`src/rtl/reg_scoreboard.sv`:
```
// Decode-side dependency scoreboard: per-register pending-write counters for RF, VRF and CC.
// Counters rise on issue and fall on writeback; any hazard on a used source or saturated dest stalls Decode.
module reg_scoreboard #(
  parameter int NUM_RF    = 16,
  parameter int NUM_VRF   = 64,
  parameter int VREG_ID_W = 6,
  parameter int CNT_W     = 2
) (
  input  logic                 I_CLOCK,
  input  logic                 I_RESETn,
  input  logic                 I_LOCK,
  input  logic                 I_Issue,
  input  logic [3:0]           I_Src1Idx,
  input  logic                 I_Src1Use,
  input  logic [3:0]           I_Src2Idx,
  input  logic                 I_Src2Use,
  input  logic [VREG_ID_W-1:0] I_VSrc1Idx,
  input  logic                 I_VSrc1Use,
  input  logic [VREG_ID_W-1:0] I_VSrc2Idx,
  input  logic                 I_VSrc2Use,
  input  logic                 I_CCUse,
  input  logic [3:0]           I_DestIdx,
  input  logic                 I_DestWrite,
  input  logic [VREG_ID_W-1:0] I_VDestIdx,
  input  logic                 I_VDestWrite,
  input  logic                 I_CCWrite,
  input  logic                 I_RetireRegWEn,
  input  logic [3:0]           I_RetireRegIdx,
  input  logic                 I_RetireVRegWEn,
  input  logic [VREG_ID_W-1:0] I_RetireVRegIdx,
  input  logic                 I_RetireCCWEn,
  input  logic                 I_Flush,
  output logic                 O_DepStallSignal,
  output logic                 O_Issued,
  output logic                 O_Busy,
  output logic [15:0]          O_StallCycles,
  output logic                 O_Error
);

  localparam logic [CNT_W-1:0] CNT_SAT = '1;

  logic [CNT_W-1:0] rf_cnt  [NUM_RF];
  logic [CNT_W-1:0] rf_nxt  [NUM_RF];
  logic [CNT_W-1:0] vrf_cnt [NUM_VRF];
  logic [CNT_W-1:0] vrf_nxt [NUM_VRF];
  logic [CNT_W-1:0] cc_cnt;
  logic [CNT_W-1:0] cc_nxt;
  logic             busy_nxt;
  logic             err_set;
  logic             src_hit;
  logic             dest_sat;

  function automatic logic v_ok(input logic [VREG_ID_W-1:0] idx);
    return int'(idx) < NUM_VRF;
  endfunction

  // Issue handshake: I_Issue is valid, !O_DepStallSignal is ready; an instruction
  // is accepted (O_Issued) only on a cycle where both hold and I_LOCK=1.
  always_comb begin
    src_hit  = (I_Src1Use && rf_cnt[I_Src1Idx] != '0)
            || (I_Src2Use && rf_cnt[I_Src2Idx] != '0)
            || (I_VSrc1Use && v_ok(I_VSrc1Idx) && vrf_cnt[I_VSrc1Idx] != '0)
            || (I_VSrc2Use && v_ok(I_VSrc2Idx) && vrf_cnt[I_VSrc2Idx] != '0)
            || (I_CCUse && cc_cnt != '0);
    dest_sat = (I_DestWrite && rf_cnt[I_DestIdx] == CNT_SAT)
            || (I_VDestWrite && v_ok(I_VDestIdx) && vrf_cnt[I_VDestIdx] == CNT_SAT)
            || (I_CCWrite && cc_cnt == CNT_SAT);
  end

  assign O_DepStallSignal = I_Issue && (src_hit || dest_sat);
  assign O_Issued         = I_Issue && !O_DepStallSignal && I_LOCK;

  // Decrements are gated on cnt>0 so an underflowing retire leaves the counter at zero.
  always_comb begin
    busy_nxt = 1'b0;
    for (int i = 0; i < NUM_RF; i++) begin
      rf_nxt[i] = rf_cnt[i];
      if (I_LOCK) begin
        if (I_Flush) rf_nxt[i] = '0;
        else rf_nxt[i] = rf_cnt[i]
          + CNT_W'(O_Issued && I_DestWrite && I_DestIdx == 4'(i))
          - CNT_W'(I_RetireRegWEn && I_RetireRegIdx == 4'(i) && rf_cnt[i] != '0);
      end
      busy_nxt = busy_nxt | (rf_nxt[i] != '0);
    end
    for (int j = 0; j < NUM_VRF; j++) begin
      vrf_nxt[j] = vrf_cnt[j];
      if (I_LOCK) begin
        if (I_Flush) vrf_nxt[j] = '0;
        else vrf_nxt[j] = vrf_cnt[j]
          + CNT_W'(O_Issued && I_VDestWrite && I_VDestIdx == VREG_ID_W'(j))
          - CNT_W'(I_RetireVRegWEn && I_RetireVRegIdx == VREG_ID_W'(j) && vrf_cnt[j] != '0);
      end
      busy_nxt = busy_nxt | (vrf_nxt[j] != '0);
    end
    cc_nxt = cc_cnt;
    if (I_LOCK) begin
      if (I_Flush) cc_nxt = '0;
      else cc_nxt = cc_cnt + CNT_W'(O_Issued && I_CCWrite)
                           - CNT_W'(I_RetireCCWEn && cc_cnt != '0);
    end
    busy_nxt = busy_nxt | (cc_nxt != '0);
  end

  always_comb begin
    err_set = I_LOCK && !I_Flush && (
                (I_RetireRegWEn && rf_cnt[I_RetireRegIdx] == '0)
             || (I_RetireVRegWEn && v_ok(I_RetireVRegIdx) && vrf_cnt[I_RetireVRegIdx] == '0)
             || (I_RetireCCWEn && cc_cnt == '0));
  end

  always_ff @(posedge I_CLOCK or negedge I_RESETn) begin
    if (!I_RESETn) begin
      for (int i = 0; i < NUM_RF; i++) rf_cnt[i] <= '0;
      for (int j = 0; j < NUM_VRF; j++) vrf_cnt[j] <= '0;
      cc_cnt        <= '0;
      O_Busy        <= 1'b0;
      O_StallCycles <= '0;
      O_Error       <= 1'b0;
    end else begin
      for (int i = 0; i < NUM_RF; i++) rf_cnt[i] <= rf_nxt[i];
      for (int j = 0; j < NUM_VRF; j++) vrf_cnt[j] <= vrf_nxt[j];
      cc_cnt <= cc_nxt;
      O_Busy <= busy_nxt;
      if (I_LOCK && O_DepStallSignal && O_StallCycles != 16'hFFFF)
        O_StallCycles <= O_StallCycles + 16'd1;
      if (err_set) O_Error <= 1'b1;
    end
  end

endmodule

```
`config.mk`:
```
export PLATFORM = sky130hd
export DESIGN_NAME = reg_scoreboard
export DESIGN_NICKNAME = d
export VERILOG_FILES = /design/src/rtl/reg_scoreboard.sv
export SDC_FILE = /design/constraint.sdc
export NUM_CORES = 1
export LEC_CHECK = 0
export CORE_ASPECT_RATIO = 1.1
export CORE_MARGIN = 2
export CORE_UTILIZATION = 40
export DETAILED_ROUTE_END_ITERATION = 10
export DONT_BUFFER_PORTS = 1
export GPL_ROUTABILITY_DRIVEN = 0
export MAX_ROUTING_LAYER = met4
export SKIP_CTS_REPAIR_TIMING = 1
export SKIP_LAST_GASP = 1
export SYNTH_ARGS = -nofsm -noshare
export SYNTH_HDL_FRONTEND = slang
export SYNTH_SLANG_ARGS = --single-unit
```
`constraint.sdc`:
```
create_clock -name I_CLOCK -period 7.4 [get_ports I_CLOCK]
set_input_delay 1.11 -clock I_CLOCK [delete_from_list [all_inputs] [get_ports I_CLOCK]]
set_output_delay 1.11 -clock I_CLOCK [all_outputs]
set_load 0.005 [all_outputs]
```
==> key figures <==
Final layout
  • Final Core Density: a little over two fifths
  • Layout cells sized above 1: under 10%
  • Number of fill cells: 3964
  • Net count reported at finish: 2086
  • Area of all placed cells without fillers: approximately 17000 µm²
  • Layout Area Growth over Synthesis: 5.63%

STA
  • Fin Hold WS: about 0.36 ns
  • Max Transition Viols Final: 0
  • Setup repair after global routing missed its margin: no
  • Transition time at the pin with the least slew margin: approximately 1.4 ns
  • Final period utilization: ~87%
  • Fmax: between 0.15 and 0.2 GHz
  • Slew Limit Headroom: approximately 4.9%
  • Count of final hold-check violations: 0
  • Shortest period the worst path allows: about 6.5 ns
  • Setup clock skew after layout: 0.0154 ns
  • Final WS setup: 0.935 ns
  • Total Neg Setup Slack: 0 ns
  • Count of final setup violators: 0

Clock tree
  • Clk sink count: 180
  • Cell chosen for the clock root: sky130_fd_sc_hd__clkbuf_16
  • Maximum level of the CTS H-tree: 4
  • Max Root-Sink Buffers: 2
  • Clock transition at the registers of the reported paths: ~0.080 ns
  • Clock tree from TritonCTS: done
  • Clock buffer count from CTS: 17
  • Later-pin clock latency in the skew report: ~0.48 ns

Logic synthesis
  • Seq/Total Area, Yosys: 28.0%
  • Cell area after synthesis: around 16000 µm²
  • Leading cell types by total area after synthesis: sky130_fd_sc_hd__dfrtp_1 28%, sky130_fd_sc_hd__ha_1 13%, sky130_fd_sc_hd__mux4_2 8.8%
  • Number of enable-type register cells in the synthesized netlist: 0
  • Most common library cells after synthesis: 322 x sky130_fd_sc_hd__nand2_1, 241 x sky130_fd_sc_hd__o21ai_0, 180 x sky130_fd_sc_hd__dfrtp_1
  • Post-synth net total: roughly 2200
  • Number of storage elements in the synthesis netlist: 180
  • Fraction of registers with async set or reset after synthesis: 100%
  • Share of the synthesized area in the top cell type: between 20% and 30%
  • Synthesized instance count: 1933
  • Average size of a mapped cell: about 8.3 µm²
  • Number of unique standard cell types used by synthesis: 76
  • Dominant register cell in the synthesized netlist: sky130_fd_sc_hd__dfrtp_1
  • Cell with the most instances after synthesis: sky130_fd_sc_hd__nand2_1
  • Cell accounting for the most synthesized area: sky130_fd_sc_hd__dfrtp_1
  • Number of warning messages in the yosys log: 0

Power and ir drop
  • Switch Pwr: between 600 and 700 µW
  • Internal Dissipation: 1590 µW
  • Maximum vdd drop: about 150 µV
  • Power per cell area: 133 nW/µm²
  • Power share of the clock group: 42.3%
  • Share of power burned in combinational logic: 11.9%
  • Power share of the sequential group: 45.9%
  • Proportion of total power due to net switching: 29.6%
  • Leakage: slightly below 0.008 µW

Floorplan
  • I/O pins: between 70 and 80
  • Die Outline Area: approximately 42000 µm²
  • Total number of placement rows: 77
  • Initial core utilization: between 40% and 50%
  • Die width: about 200 µm
  • Vertical die dimension: approximately 210 µm
  • Core area: roughly 40000 µm²

Worst setup path
  • Crit Path Class: primary input to flip-flop
  • Data arrival time of the critical path: 6.81 ns
  • Critical path capture point type: flip-flop
  • Required arrival time at the worst endpoint: slightly below 8 ns
  • Beginning of the worst register-to-register path: vrf_cnt[72]
  • Origin of the worst setup path: I_VSrc2Idx[1]
  • Type of origin of the critical path: primary input
  • Library cell contributing the largest single delay on the critical path: sky130_fd_sc_hd__nor4_1
  • CP Cell Sequence: clkinv_1 -> nand4_1 -> o22ai_1 -> a211oi_1 -> nand4_1 -> and4bb_2 -> nand4b_4 -> nor4_4 -> buf_4 -> nand2_1 -> ha_1 -> inv_1 -> ha_1 -> xor2_1 -> o21ai_0 -> nand2_1 -> o21ai_0 -> nor4_1 -> nand4_1 -> nor4_1 -> nand2_1
  • Maximum net fanout on the critical path: 14
  • Worst stage delay on the critical path: 1.19 ns

Placed design
  • Number of input and output port buffers inserted: 0
  • Placed cell area: ~16000 µm²
  • Post-detailed-placement half-perimeter wirelength: 45.7 mm
  • Place WS: slightly above 0.7 ns

Route
  • Number of DRC violations after detailed-routing iteration 0: 2048
  • Wirelength per Cell: 26.2 µm
  • Via count: ~15000
  • Detailed-route wire length: ~63 mm
  • Post-DR vias/cell: ~6.4
  • Antenna violation net count after detailed routing: 0
  • Initial DRT Pass Iterations: 6
  • Total DRC errors in the routed layout: 0

Outcome
  • Status: complete, no violations

Run
  • Max-cap viol count: 0

Global routing
  • Via count of the first global-routing pass: ~14000
  • Wire length of the first global-routing pass: between 90 and 100 mm
  • Number of antenna violations at the first check in global routing: 2
  • Remaining global-route overflow: 0
  • Largest net degree at the start of global routing: between 150 and 200
  • GRT Total Usage: between 30% and 40%

Min path
  • Min-Delay Path Class: primary input to async pin
per-layer routing:
metal  share of wire (%)  track usage, %  wire [µm]  vias to the layer above
met4                 7.2            18.9       4530                        0
met5                   0               -          0                        -
met2                  44            45.3      27400                      963
met3                  11            7.99       6780                      248
met1                  38            38.0      24100                     7401
li1                    -               -          -                     6709
worst max-delay path: cells and delay by family:
family,cells,cell delay [ns]
and+or+nand+nor,11,3.50
AOI/OAI and AO/OA,4,0.84
buffers and inverters,3,0.67
adders and majority gates,2,0.49
xor gates and xnor gates,1,0.19
cell families after synthesis:
kind of cell,synth area share (%)
AO/OA/AOI/OAI,12.9
XOR/XNOR,5.23
adder cells (fa/ha/maj),12.7
buffers and inverters,7.45
flip-flops,28.0
multiplexers,11.9
AND/OR/NAND/NOR,21.8
cell usage in the layout (no fill, tap or decap), types with 20 or more instances in the layout:
master                    synthesis  final
sky130_fd_sc_hd__ha_1           163    163
sky130_fd_sc_hd__o21ai_0        241    241
sky130_fd_sc_hd__inv_1          179    179
sky130_fd_sc_hd__o22ai_1         33     33
sky130_fd_sc_hd__nor3_1          88     87
sky130_fd_sc_hd__mux2i_1         21     21
sky130_fd_sc_hd__mux4_2          63     63
sky130_fd_sc_hd__nand3_1         58     58
sky130_fd_sc_hd__buf_4            5     20
sky130_fd_sc_hd__nand4_1         28     28
sky130_fd_sc_hd__nor4_1          42     42
sky130_fd_sc_hd__nand2_1        322    322
sky130_fd_sc_hd__xor2_1          81     81
sky130_fd_sc_hd__nor2_1         119    119
sky130_fd_sc_hd__dfrtp_1        180    180
worst paths after layout:
kind / endpoint / slack [ns] / cells past startpoint
setup / recovery: O_Busy / 0.94 / 21
hold / removal: vrf_cnt[118] / 0.36 / 0
setup reg to reg: O_Busy / 0.95 / 21
hold reg to reg: O_Error / 0.50 / 1
max in group asynchronous: vrf_cnt[30] / 6.72 / 0
min in group I_CLOCK: O_Error / 0.50 / 1
registers in the layout, indices dropped and copies added (netlist names):
register and count:
vrf_cnt 128, rf_cnt 32, O_StallCycles 16, cc_cnt 2
O_Busy 1, O_Error 1
power by group through the flow:
stage / clock, µW / sequential (µW) / combinational, µW
2_1_floorplan: 0 / 1050 / 240
3_3_place_gp: 0 / 1060 / 258
3_5_place_dp: 0 / 1060 / 259
4_1_cts: 963 / 1040 / 260
5_1_grt: 999 / 1040 / 283
6_report: 954 / 1040 / 268
metrics by stage:
stage	cells	power [µW]
detailed placement	2361	1310
global placement	2361	1310
floorplan	1933	1290
global route	2394	2320
CTS	2392	2260
finish	2395	2260
final cells by class:
| type | count | area, µm² | share of cell area (%) |
|---|---|---|---|
| Multi-Input combinational cell | 1463 | 10400 | 61.2 |
| Sequential cell | 180 | 4500 | 26.5 |
| Inverter | 184 | 691 | 4.07 |
| Tap cell | 513 | 642 | 3.78 |
| Clock buffer | 18 | 439 | 2.59 |
| Timing Repair Buffer | 21 | 170 | 1.00 |
| Clock inverter | 13 | 140 | 0.826 |
| Antenna cell | 3 | 7.51 | 0.0442 |
No activity file was read; power rests on OpenSTA's default activity.
